==> src/rtl/sirv_qspi_arb_rr_if.sv <==
// Bundle of the inner (per-channel) and outer (muxed link) QSPI frame signals.
// The slave modport is the arbiter's view; master is the surrounding fabric.
interface sirv_qspi_arb_rr_if #(
    parameter int unsigned N_CH = 4,
    parameter int unsigned DW   = 8
);
    logic [N_CH-1:0]    inner_valid;
    logic [N_CH-1:0]    inner_ready;
    logic [N_CH*DW-1:0] inner_data;
    logic [N_CH-1:0]    inner_cs_set;
    logic [N_CH-1:0]    inner_cs_clear;
    logic [N_CH-1:0]    inner_rx_valid;
    logic [DW-1:0]      inner_rx_data;

    logic               outer_valid;
    logic               outer_ready;
    logic [DW-1:0]      outer_data;
    logic               outer_cs_set;
    logic               outer_cs_clear;
    logic               outer_rx_valid;
    logic [DW-1:0]      outer_rx_data;

    modport slave (
        input  inner_valid, inner_data, inner_cs_set, inner_cs_clear,
        input  outer_ready, outer_rx_valid, outer_rx_data,
        output inner_ready, inner_rx_valid, inner_rx_data,
        output outer_valid, outer_data, outer_cs_set, outer_cs_clear
    );

    modport master (
        output inner_valid, inner_data, inner_cs_set, inner_cs_clear,
        output outer_ready, outer_rx_valid, outer_rx_data,
        input  inner_ready, inner_rx_valid, inner_rx_data,
        input  outer_valid, outer_data, outer_cs_set, outer_cs_clear
    );
endinterface

==> src/rtl/sirv_qspi_arb_rr.sv <==
// Round-robin arbiter muxing N_CH inner QSPI frame streams onto one link.
// A frame with cs_set locks the link to its channel until that channel's
// cs_clear; single frames rotate fairly. Define QSPI_ARB_TIMEOUT_EN to add a
// lock watchdog (timeout_err output) that releases a stalled owner.
module sirv_qspi_arb_rr #(
    parameter int unsigned N_CH  = 4,
    parameter int unsigned DW    = 8,
    parameter int unsigned TMO_W = 8
) (
    input  logic                    clock,
    input  logic                    reset,
    sirv_qspi_arb_rr_if.slave       bus,
    output logic [$clog2(N_CH)-1:0] grant,
    output logic                    locked
`ifdef QSPI_ARB_TIMEOUT_EN
    ,
    output logic                    timeout_err
`endif
);
    localparam int unsigned GW = $clog2(N_CH);

    // Elaboration-time parameter sanity checks
    if (N_CH < 2 || N_CH > 8) begin : g_bad_n_ch
        $error("sirv_qspi_arb_rr: N_CH must be 2..8");
    end
    if (TMO_W < 2) begin : g_bad_tmo_w
        $error("sirv_qspi_arb_rr: TMO_W must be at least 2");
    end

    typedef enum logic {
        ST_IDLE   = 1'b0,
        ST_LOCKED = 1'b1
    } state_e;

    state_e          state_q, state_d;
    logic [GW-1:0]   grant_q, grant_d;
    // After reset the rotation starts at channel 0 instead of grant+1
    logic            first_q, first_d;

    logic [GW-1:0]   sel_c;
    logic            sel_vld_c;
    logic            hs_c;
    int unsigned     start_c;
    int unsigned     idx_c;

`ifdef QSPI_ARB_TIMEOUT_EN
    logic [TMO_W-1:0] cnt_q, cnt_d;
    logic [TMO_W-1:0] cnt_inc_c;
    logic             tmo_q, tmo_d;
`endif

    // Channel selection: owner when locked, else round-robin search
    always_comb begin
        sel_c     = grant_q;
        sel_vld_c = 1'b0;
        idx_c     = 32'd0;
        start_c   = first_q ? 32'd0 : (32'(grant_q) + 32'd1) % N_CH;
        if (state_q == ST_LOCKED) begin
            sel_vld_c = bus.inner_valid[grant_q];
        end else begin
            for (int unsigned i = 0; i < N_CH; i++) begin
                idx_c = (start_c + i) % N_CH;
                if (!sel_vld_c && bus.inner_valid[GW'(idx_c)]) begin
                    sel_vld_c = 1'b1;
                    sel_c     = GW'(idx_c);
                end
            end
        end
    end

    // Zero-latency forward path; nothing is offered while reset is high
    always_comb begin
        bus.outer_valid    = 1'b0;
        bus.outer_data     = '0;
        bus.outer_cs_set   = 1'b0;
        bus.outer_cs_clear = 1'b0;
        bus.inner_ready    = '0;
        if (!reset && sel_vld_c) begin
            bus.outer_valid        = 1'b1;
            bus.outer_data         = bus.inner_data[DW*32'(sel_c) +: DW];
            bus.outer_cs_set       = bus.inner_cs_set[sel_c];
            bus.outer_cs_clear     = bus.inner_cs_clear[sel_c];
            bus.inner_ready[sel_c] = bus.outer_ready;
        end
    end

    // Rx return path: data broadcast, valid steered to the current owner
    always_comb begin
        bus.inner_rx_data           = bus.outer_rx_data;
        bus.inner_rx_valid          = '0;
        bus.inner_rx_valid[grant_q] = bus.outer_rx_valid;
    end

    assign hs_c = bus.outer_valid & bus.outer_ready;

    // Next-state logic: lock on cs_set, release on owner cs_clear or watchdog
    always_comb begin
        state_d = state_q;
        grant_d = grant_q;
        first_d = first_q;
`ifdef QSPI_ARB_TIMEOUT_EN
        cnt_d     = '0;
        tmo_d     = 1'b0;
        cnt_inc_c = cnt_q + TMO_W'(1);
`endif
        if (state_q == ST_IDLE) begin
            if (hs_c) begin
                grant_d = sel_c;
                first_d = 1'b0;
                if (bus.outer_cs_set && !bus.outer_cs_clear) begin
                    state_d = ST_LOCKED;
                end
            end
        end else begin
            if (hs_c) begin
                if (bus.outer_cs_clear) begin
                    state_d = ST_IDLE;
                end
`ifdef QSPI_ARB_TIMEOUT_EN
            end else if (&cnt_inc_c) begin
                state_d = ST_IDLE;
                tmo_d   = 1'b1;
            end else begin
                cnt_d = cnt_inc_c;
`endif
            end
        end
    end

    // State registers with synchronous reset
    always_ff @(posedge clock) begin
        if (reset) begin
            state_q <= ST_IDLE;
            grant_q <= '0;
            first_q <= 1'b1;
`ifdef QSPI_ARB_TIMEOUT_EN
            cnt_q   <= '0;
            tmo_q   <= 1'b0;
`endif
        end else begin
            state_q <= state_d;
            grant_q <= grant_d;
            first_q <= first_d;
`ifdef QSPI_ARB_TIMEOUT_EN
            cnt_q   <= cnt_d;
            tmo_q   <= tmo_d;
`endif
        end
    end

    assign grant  = grant_q;
    assign locked = (state_q == ST_LOCKED);
`ifdef QSPI_ARB_TIMEOUT_EN
    assign timeout_err = tmo_q;
`endif

endmodule

==> src/flat_wrapper.sv <==
// flat-port wrapper written by rule: the top's interface ports become plain ports
module sirv_qspi_arb_rr_flat 
#(
    parameter int unsigned N_CH  = 4,
    parameter int unsigned DW    = 8,
    parameter int unsigned TMO_W = 8
)
  (clock, reset, grant, locked, bus_inner_valid, bus_inner_data, bus_inner_cs_set, bus_inner_cs_clear, bus_outer_ready, bus_outer_rx_valid, bus_outer_rx_data, bus_inner_ready, bus_inner_rx_valid, bus_inner_rx_data, bus_outer_valid, bus_outer_data, bus_outer_cs_set, bus_outer_cs_clear);
  sirv_qspi_arb_rr_if #(.N_CH(N_CH), .DW(DW)) bus_i ();
  input  logic clock;
  input  logic reset;
  output logic [$clog2(N_CH)-1:0] grant;
  output logic locked;
  input wire logic [$bits(bus_i.inner_valid)-1:0] bus_inner_valid;
  input wire logic [$bits(bus_i.inner_data)-1:0] bus_inner_data;
  input wire logic [$bits(bus_i.inner_cs_set)-1:0] bus_inner_cs_set;
  input wire logic [$bits(bus_i.inner_cs_clear)-1:0] bus_inner_cs_clear;
  input wire logic [$bits(bus_i.outer_ready)-1:0] bus_outer_ready;
  input wire logic [$bits(bus_i.outer_rx_valid)-1:0] bus_outer_rx_valid;
  input wire logic [$bits(bus_i.outer_rx_data)-1:0] bus_outer_rx_data;
  output wire logic [$bits(bus_i.inner_ready)-1:0] bus_inner_ready;
  output wire logic [$bits(bus_i.inner_rx_valid)-1:0] bus_inner_rx_valid;
  output wire logic [$bits(bus_i.inner_rx_data)-1:0] bus_inner_rx_data;
  output wire logic [$bits(bus_i.outer_valid)-1:0] bus_outer_valid;
  output wire logic [$bits(bus_i.outer_data)-1:0] bus_outer_data;
  output wire logic [$bits(bus_i.outer_cs_set)-1:0] bus_outer_cs_set;
  output wire logic [$bits(bus_i.outer_cs_clear)-1:0] bus_outer_cs_clear;
  assign bus_i.inner_valid = bus_inner_valid;
  assign bus_i.inner_data = bus_inner_data;
  assign bus_i.inner_cs_set = bus_inner_cs_set;
  assign bus_i.inner_cs_clear = bus_inner_cs_clear;
  assign bus_i.outer_ready = bus_outer_ready;
  assign bus_i.outer_rx_valid = bus_outer_rx_valid;
  assign bus_i.outer_rx_data = bus_outer_rx_data;
  assign bus_inner_ready = bus_i.inner_ready;
  assign bus_inner_rx_valid = bus_i.inner_rx_valid;
  assign bus_inner_rx_data = bus_i.inner_rx_data;
  assign bus_outer_valid = bus_i.outer_valid;
  assign bus_outer_data = bus_i.outer_data;
  assign bus_outer_cs_set = bus_i.outer_cs_set;
  assign bus_outer_cs_clear = bus_i.outer_cs_clear;
  sirv_qspi_arb_rr #(.N_CH(N_CH), .DW(DW), .TMO_W(TMO_W)) u_core (.clock(clock), .reset(reset), .bus(bus_i), .grant(grant), .locked(locked));
endmodule
==> config.mk <==
export PLATFORM = sky130hd
export DESIGN_NAME = sirv_qspi_arb_rr_flat
export DESIGN_NICKNAME = d
export VERILOG_FILES = /design/src/rtl/sirv_qspi_arb_rr_if.sv /design/src/rtl/sirv_qspi_arb_rr.sv /design/src/flat_wrapper.sv
export SDC_FILE = /design/constraint.sdc
export NUM_CORES = 1
export LEC_CHECK = 0
export CELL_PAD_IN_SITES_DETAIL_PLACEMENT = 0
export CELL_PAD_IN_SITES_GLOBAL_PLACEMENT = 2
export CORE_MARGIN = 2
export CORE_UTILIZATION = 17
export DETAILED_ROUTE_END_ITERATION = 10
export PLACE_DENSITY_LB_ADDON = 0.1
export SLEW_MARGIN = 20
export SYNTH_ARGS = -nofsm -noshare
export SYNTH_HDL_FRONTEND = slang
export SYNTH_SLANG_ARGS = --single-unit
==> constraint.sdc <==
create_clock -name clock -period 4.3 [get_ports clock]
set_input_delay 0.645 -clock clock [delete_from_list [all_inputs] [get_ports clock]]
set_output_delay 0.645 -clock clock [all_outputs]
set_load 0.01 [all_outputs]
==> metrics.yaml, run 1 <==
outcome: "complete, no violations"
via_per_inst: 4.55
syn_avg_cell_area_um2: 7.98
num_antenna_cells: 0
min-delay-start: "u_core.locked"
gp_congestion: 0.783
grt_pass1_wl_mm: 6.41
fin_cells: 281
synth_xor_xnor_area_share_pct: 0
cts_tree: "yes"
vias: 1279
drc: 0
crit_required_ns: 3.65
areaGrowthSynthToFinish_pct: 69.2
synth_nets: 201
synth_edf_count: 0
vdd_ir_drop_max_mv: 0.121
arrival_ns: 3.51
die_w_um: 85.3
initial_core_util_pct: 17.6
io_pins: 86
fmaxAchievable_mhz: 240
finalNetCount: 266
relSlewSlack_pct: 67.7
finalSetupViolations: 0
synthAdderAreaFrac_pct: 4.45
pwr_density_cell_nw_per_um2: 265
postCtsSetupRepairBufs: 0
synth_top_area_cell: "mux2i_1"
critPathLaunch: "bus_inner_valid[2]"
cts_buffers: 3
nFillCells: 686
ys_warn_count: 0
insertion_delay_ns: 0.22
grt_usage_pct: 10.7
seq_area_um2: 80.1
worst_pin_slew_ns: 0.484
maxCapViolCount: 0
synth_area_um2: 1120
clock-sinks: 4
io_buffers: 69
grt_max_degree: 21
critPathKind: "in -> out"
fin_crit_ns: 4.16
grt-ovfl-total: 0
dp_hpwl_mm: 3.43
crit_fanout: 7
place_inst: 278
cts_buffer_depth: 2
routed_wl_mm: 4.10
p_leak_nw: 0.790
period_share_pct: 96.7
synth_top_family_by_area: "compound AO/OA/AOI/OAI gates"
detail_route.wl_per_cell_um: 14.6
power_w: 0.000504
root_buffer: "clkbuf_8"
dieArea_um2: 7280
synth-main-ff-cell: "dfxtp_1"
ys_ff_latch: 4
first_pass_iters: 4
ys_top_cells_by_area: "mux2i_1, mux2_2, buf_4, dfxtp_1, o211a_1"
fp-row-count: 29
drv_slew: 0
rsz0062_at_grt: "no"
synth_mux_area_share_pct: 25.6
ant_nets: 0
cp-end-kind: "output pin"
syn_inst: 141
hold_violations: 0
whs_ns: 0.575
timing.rr.start: "u_core.grant[1]"
synthArstFlopShare_pct: 0
drive_gt1_share_pct: 15.7
synth_cell_type_count: 43
yosysTopAreaCellShare_pct: 11.6
start_kind: "input port"
grt_pass1_vias: 1285
yosys.area_share.simple_pct: 23.7
fin_skew_ns: 0.00315
clkTransAtPathRegs_ns: 0.03
first_iter_violations: 45
ctsHtreeMaxLevel: 1
yosysSeqAreaShare_pct: 7.12
fp.dieH_um: 85.3
synth-compound-area-share_pct: 26.7
antenna_found_initial: 0
multi_input_area_um2: 907
hp-class: "reg -> reg"
finalSetupTns_ns: 0
core_area_um2: 6390
==> what timing repair did <==
action	CTS	global route
gates resized for setup	0	4
endpoints found under the setup margin	0	8
hold buffers	0	0
==> Yosys cell counts (2+ instances only) <==
| library cell | count |
|---|---|
| mux2_2 | 8 |
| nand3_1 | 2 |
| o211a_1 | 8 |
| ha_1 | 4 |
| nor3b_1 | 2 |
| mux4_2 | 3 |
| and3_1 | 3 |
| o21ai_0 | 5 |
| nand2b_1 | 2 |
| a21oi_1 | 3 |
| and2_1 | 7 |
| dfxtp_1 | 4 |
| clkbuf_1 | 3 |
| buf_4 | 11 |
| buf_6 | 2 |
| o21ai_1 | 3 |
| nor2_1 | 8 |
| nand2_1 | 18 |
| o211ai_1 | 2 |
| or2_2 | 2 |
| mux2i_1 | 13 |
| a221oi_1 | 2 |
| or2_1 | 2 |
| inv_1 | 4 |
| o21bai_1 | 2 |
==> worst max-delay path: stages <==
cell and delay, ns:
clkdlybuf4s50_1 0.57, nand2b_1 0.11, a32oi_2 0.28, a2bb2oi_2 0.10, or3_4 0.40, o211ai_4 0.14
buf_4 0.22, mux2_2 0.35, o211a_1 0.20, clkdlybuf4s50_1 0.50
==> registers in the layout (all words and copies together) (netlist names) <==
name	count
u_core.first_q	1
u_core.grant	2
u_core.locked	1
==> through the flow <==
step	utilization (%)	setup WS [ns]	instance area (um2)
2_1_floorplan	-	0.733	1120
3_3_place_gp	29.0	0.104	1850
3_5_place_dp	29.0	0.0388	1850
4_1_cts	29.6	0.0336	1890
5_1_grt	29.8	0.0149	1900
6_report	29.8	0.140	1900
==> where the power goes <==
part | leakage (nW) | total, W | switching (W) | internal (W)
registers | 0.0328 | 0.0000470 | 0.00000575 | 0.0000412
logic | 0.736 | 0.000377 | 0.000169 | 0.000208
clock network | 0.0216 | 0.0000799 | 0.0000202 | 0.0000597
total | 0.790 | 0.000504 | 0.000195 | 0.000309
==> routing by layer <==
metal / GRT usage [%] / up-vias / routed length (um)
met5: 0 / - / 0
met4: 1.44 / 0 / 10
met3: 2.33 / 2 / 263
met2: 17.8 / 52 / 2020
met1: 14.6 / 587 / 1810
li1: - / 638 / -
==> layout by cell type, fill, tap and decap left out, types with 3 or more instances in the layout <==
cell type        instances
ha_1                     3
and2_1                   7
mux4_2                   3
nand2_1                 18
clkbuf_8                 3
nor2_1                   8
and3_1                   3
o211a_1                  8
inv_1                    4
o21ai_1                  3
buf_4                    7
a21oi_1                  3
mux2i_1                 13
clkdlybuf4s50_1         67
dfxtp_1                  4
mux2_2                   8
o21ai_0                  5
==> path summary, 6_finish.rpt <==
kind,endpoint,depth (start not counted),slack (ns)
hold / removal,u_core.first_q,2,0.57
setup / recovery,bus_outer_data[7],10,0.14
hold reg to reg,u_core.first_q,2,0.57
setup reg to reg,u_core.locked,10,1.46
==> logic make-up after synthesis <==
group / Yosys count
DFF: 4
and+or+nand+nor: 52
muxes: 24
buffers and inverters: 22
adders and majority gates: 4
AOI/OAI and AO/OA: 35
==> area by class of cell <==
type	count	share of cell area [%]
well taps	77	5.06
flip-flops and latches	4	4.21
inverters	5	0.986
clock buffers	3	2.17
multi-input cells	115	47.7
repair buffers	77	39.9
Note: power is estimated with default switching activity, not from simulation.
==> inputs of run 2 (changes only) <==
--- a/config.mk
+++ b/config.mk
@@ -11,6 +11,7 @@
 export CORE_UTILIZATION = 17
 export DETAILED_ROUTE_END_ITERATION = 10
 export PLACE_DENSITY_LB_ADDON = 0.1
+export RECOVER_POWER = 100
 export SLEW_MARGIN = 20
 export SYNTH_ARGS = -nofsm -noshare
 export SYNTH_HDL_FRONTEND = slang
==> run 2 against run 1 <==
  * Non-clock buffer count unchanged
  * Fmax down 0.28%
  * Via count down 0.86%
  * Highest routed layer unchanged
  * Register-to-register slack about the same
  * Utilization down 0.059 points
  * Count of clock-buffer cells in the layout unchanged
  * Die area unchanged
  * Final area down 0.20%
  * Critical path type unchanged
  * Setup slack worse by 0.012 ns
  * Combinational power down 1%
  * Power down 0.90%
  * Wire length down 0.88%
==> metrics.yaml, run 2 (synthesized netlist as in run 1, its figures left out) <==
grt-ovfl-total: 0  # unchanged
p_leak_nw: 0.812  # +2.8%
ctsHoldBuffers: 0  # unchanged
layout_common_cells: "clkdlybuf4s50_1, nand2_1, mux2i_1"
timing.rr.start: "u_core.grant[1]"
initial_core_util_pct: 17.6  # unchanged
io_pins: 86  # unchanged
dp_hpwl_mm: 3.43  # unchanged
gp_congestion: 0.783  # unchanged
postCtsSetupRepairBufs: 0  # unchanged
met2_usage_pct: 17.8  # unchanged
drc: 0  # unchanged
ctsHtreeMaxLevel: 1  # unchanged
fin_skew_ns: 0.00278  # -0.000375 ns
min-delay-start: "u_core.locked"
reg2reg_setup_slack_ns: 1.45  # about the same
areaGrowthSynthToFinish_pct: 68.9
largest_register_ff_count: 2  # unchanged
root_buffer: "clkbuf_8"
relSlewSlack_pct: 66.8  # -0.95 points
maxCapViolCount: 0  # unchanged
vdd_ir_drop_max_mv: 0.120  # -1.0%
crit_required_ns: 3.65  # about the same
fin_crit_ns: 4.17  # +0.0117 ns
place_inst: 278  # unchanged
grtUsageMet3_pct: 2.33  # unchanged
dieArea_um2: 7280  # unchanged
insertion_delay_ns: 0.22  # about the same
grt_usage_pct: 10.7  # unchanged
drv_slew: 0  # unchanged
hold_violations: 0  # unchanged
grt_pass1_vias: 1285  # unchanged
vias: 1268  # -0.86%
rsz0062_at_grt: "no"
critPathKind: "in -> out"
hp-class: "reg -> reg"
worst_r2r_path_depth: 10  # unchanged
path_common_cell: "clkdlybuf4s50_1"
cts_buffers: 3  # unchanged
grt.busiest_layer: "met2"
power_w: 0.000499  # -0.90%
grt_max_degree: 21  # unchanged
crit_chain: "clkdlybuf4s50_1, nand2b_1, a32oi_2, a2bb2oi_2, or3_4, o211ai_4, buf_4, mux2_2, o211a_1, clkdlybuf4s50_1"
fin_cells: 281  # unchanged
routed_wl_mm: 4.07  # -0.88%
num_antenna_cells: 0  # unchanged
ant_nets: 0  # unchanged
first_pass_iters: 4  # unchanged
fmaxAchievable_mhz: 240  # -0.28%
cp-end-kind: "output pin"
hold-path-endpoint: "u_core.first_q"
clock-sinks: 4  # unchanged
period_share_pct: 97.0  # +0.27 points
worst_pin_slew_ns: 0.492  # +0.00842 ns
reg2reg_to: "u_core.locked"
cts_buffer_depth: 2  # unchanged
finalNetCount: 266  # unchanged
pwr_density_cell_nw_per_um2: 263  # -0.70%
arrival_ns: 3.53  # +0.02 ns
drive_gt1_share_pct: 15.2  # -0.49 points
globalRouteMet1Util_pct: 14.6  # unchanged
slowest_delay_ns: 0.57  # about the same
antenna_found_initial: 0  # unchanged
hold_depth: 2  # unchanged
layout_commonest_cell: "clkdlybuf4s50_1"
cts_tree: "yes"
finalSetupViolations: 0  # unchanged
outcome: "complete, no violations"
core_area_um2: 6390  # unchanged
first_iter_violations: 39  # -13%
io_buffers: 69  # unchanged
grt_pass1_wl_mm: 6.41  # unchanged
clkTransAtPathRegs_ns: 0.03  # about the same
fp-row-count: 29  # unchanged
finalSetupTns_ns: 0  # unchanged
start_kind: "input port"
critPathSlowestCell: "clkdlybuf4s50_1"
via_per_inst: 4.51  # -0.86%
crit_fanout: 7  # unchanged
whs_ns: 0.569  # -0.00550 ns
detail_route.wl_per_cell_um: 14.5  # -0.88%
die_w_um: 85.3  # unchanged
fp.dieH_um: 85.3  # unchanged
run 2: repair_timing:
| action | in CTS | in global routing |
|---|---|---|
| resized for setup | 0 | 4 |
| endpoints found under the setup margin | 0 | 8 |
| hold endpoints to repair | 0 | 0 |
run 2: area by class of cell:
type	instances	area (um2)
sequential	4	80.1
inverter	5	18.8
multi-input combinational	115	907
timing repair buffer	77	756
fill	685	4490
clock buffer	3	41.3
tap	77	96.3
run 2: how the worst max path moves through the flow:
stage / start / endpoint / cells after the start
2_1_floorplan: u_core.grant[0] / bus_outer_data[0] / 12
3_3_place_gp: bus_inner_valid[0] / bus_outer_data[3] / 11
3_5_place_dp: bus_inner_valid[0] / bus_outer_data[3] / 11
4_1_cts: bus_inner_valid[0] / bus_outer_data[3] / 11
5_1_grt: bus_inner_valid[2] / bus_outer_data[7] / 10
6_report: bus_inner_valid[2] / bus_outer_data[7] / 10
run 2: worst max-delay path, delay by kind of cell:
family                 cells  cell delay, ns
buffers and inverters      3            1.29
AND/OR/NAND/NOR            2            0.52
AO/OA/AOI/OAI              4            0.72
multiplexers               1            0.35
run 2: per-layer routing:
layer  part of all wire [%]  routed length, um  up-vias
met5                      0                  0        -
met4                   0.25                 10        0
met3                    4.9                200        2
met2                     49               2000       35
met1                     46               1860      593
li1                       -                  -      638
run 2: per-stage QoR:
stage | instance area (um2) | worst slack [ns] | util [%]
6_report | 1900 | 0.128 | 29.7
5_1_grt | 1900 | 0.0149 | 29.7
4_1_cts | 1890 | 0.0336 | 29.6
3_5_place_dp | 1850 | 0.0388 | 29.0
3_3_place_gp | 1850 | 0.104 | 29.0
2_1_floorplan | 1120 | 0.733 | -
run 2: report_power, final:
part | internal, W | switching, W | total (W)
Clock | 0.0000598 | 0.0000203 | 0.0000801
Combinational | 0.000204 | 0.000168 | 0.000372
Sequential | 0.0000412 | 0.00000577 | 0.0000470
==> inputs of run 3 (changes only) <==
--- a/config.mk
+++ b/config.mk
@@ -5,6 +5,7 @@
 export SDC_FILE = /design/constraint.sdc
 export NUM_CORES = 1
 export LEC_CHECK = 0
+export ABC_AREA = 0
 export CELL_PAD_IN_SITES_DETAIL_PLACEMENT = 0
 export CELL_PAD_IN_SITES_GLOBAL_PLACEMENT = 2
 export CORE_MARGIN = 2
==> results of run 3 <==
The final DEF is identical to that of run 2; final timing and power are the same.
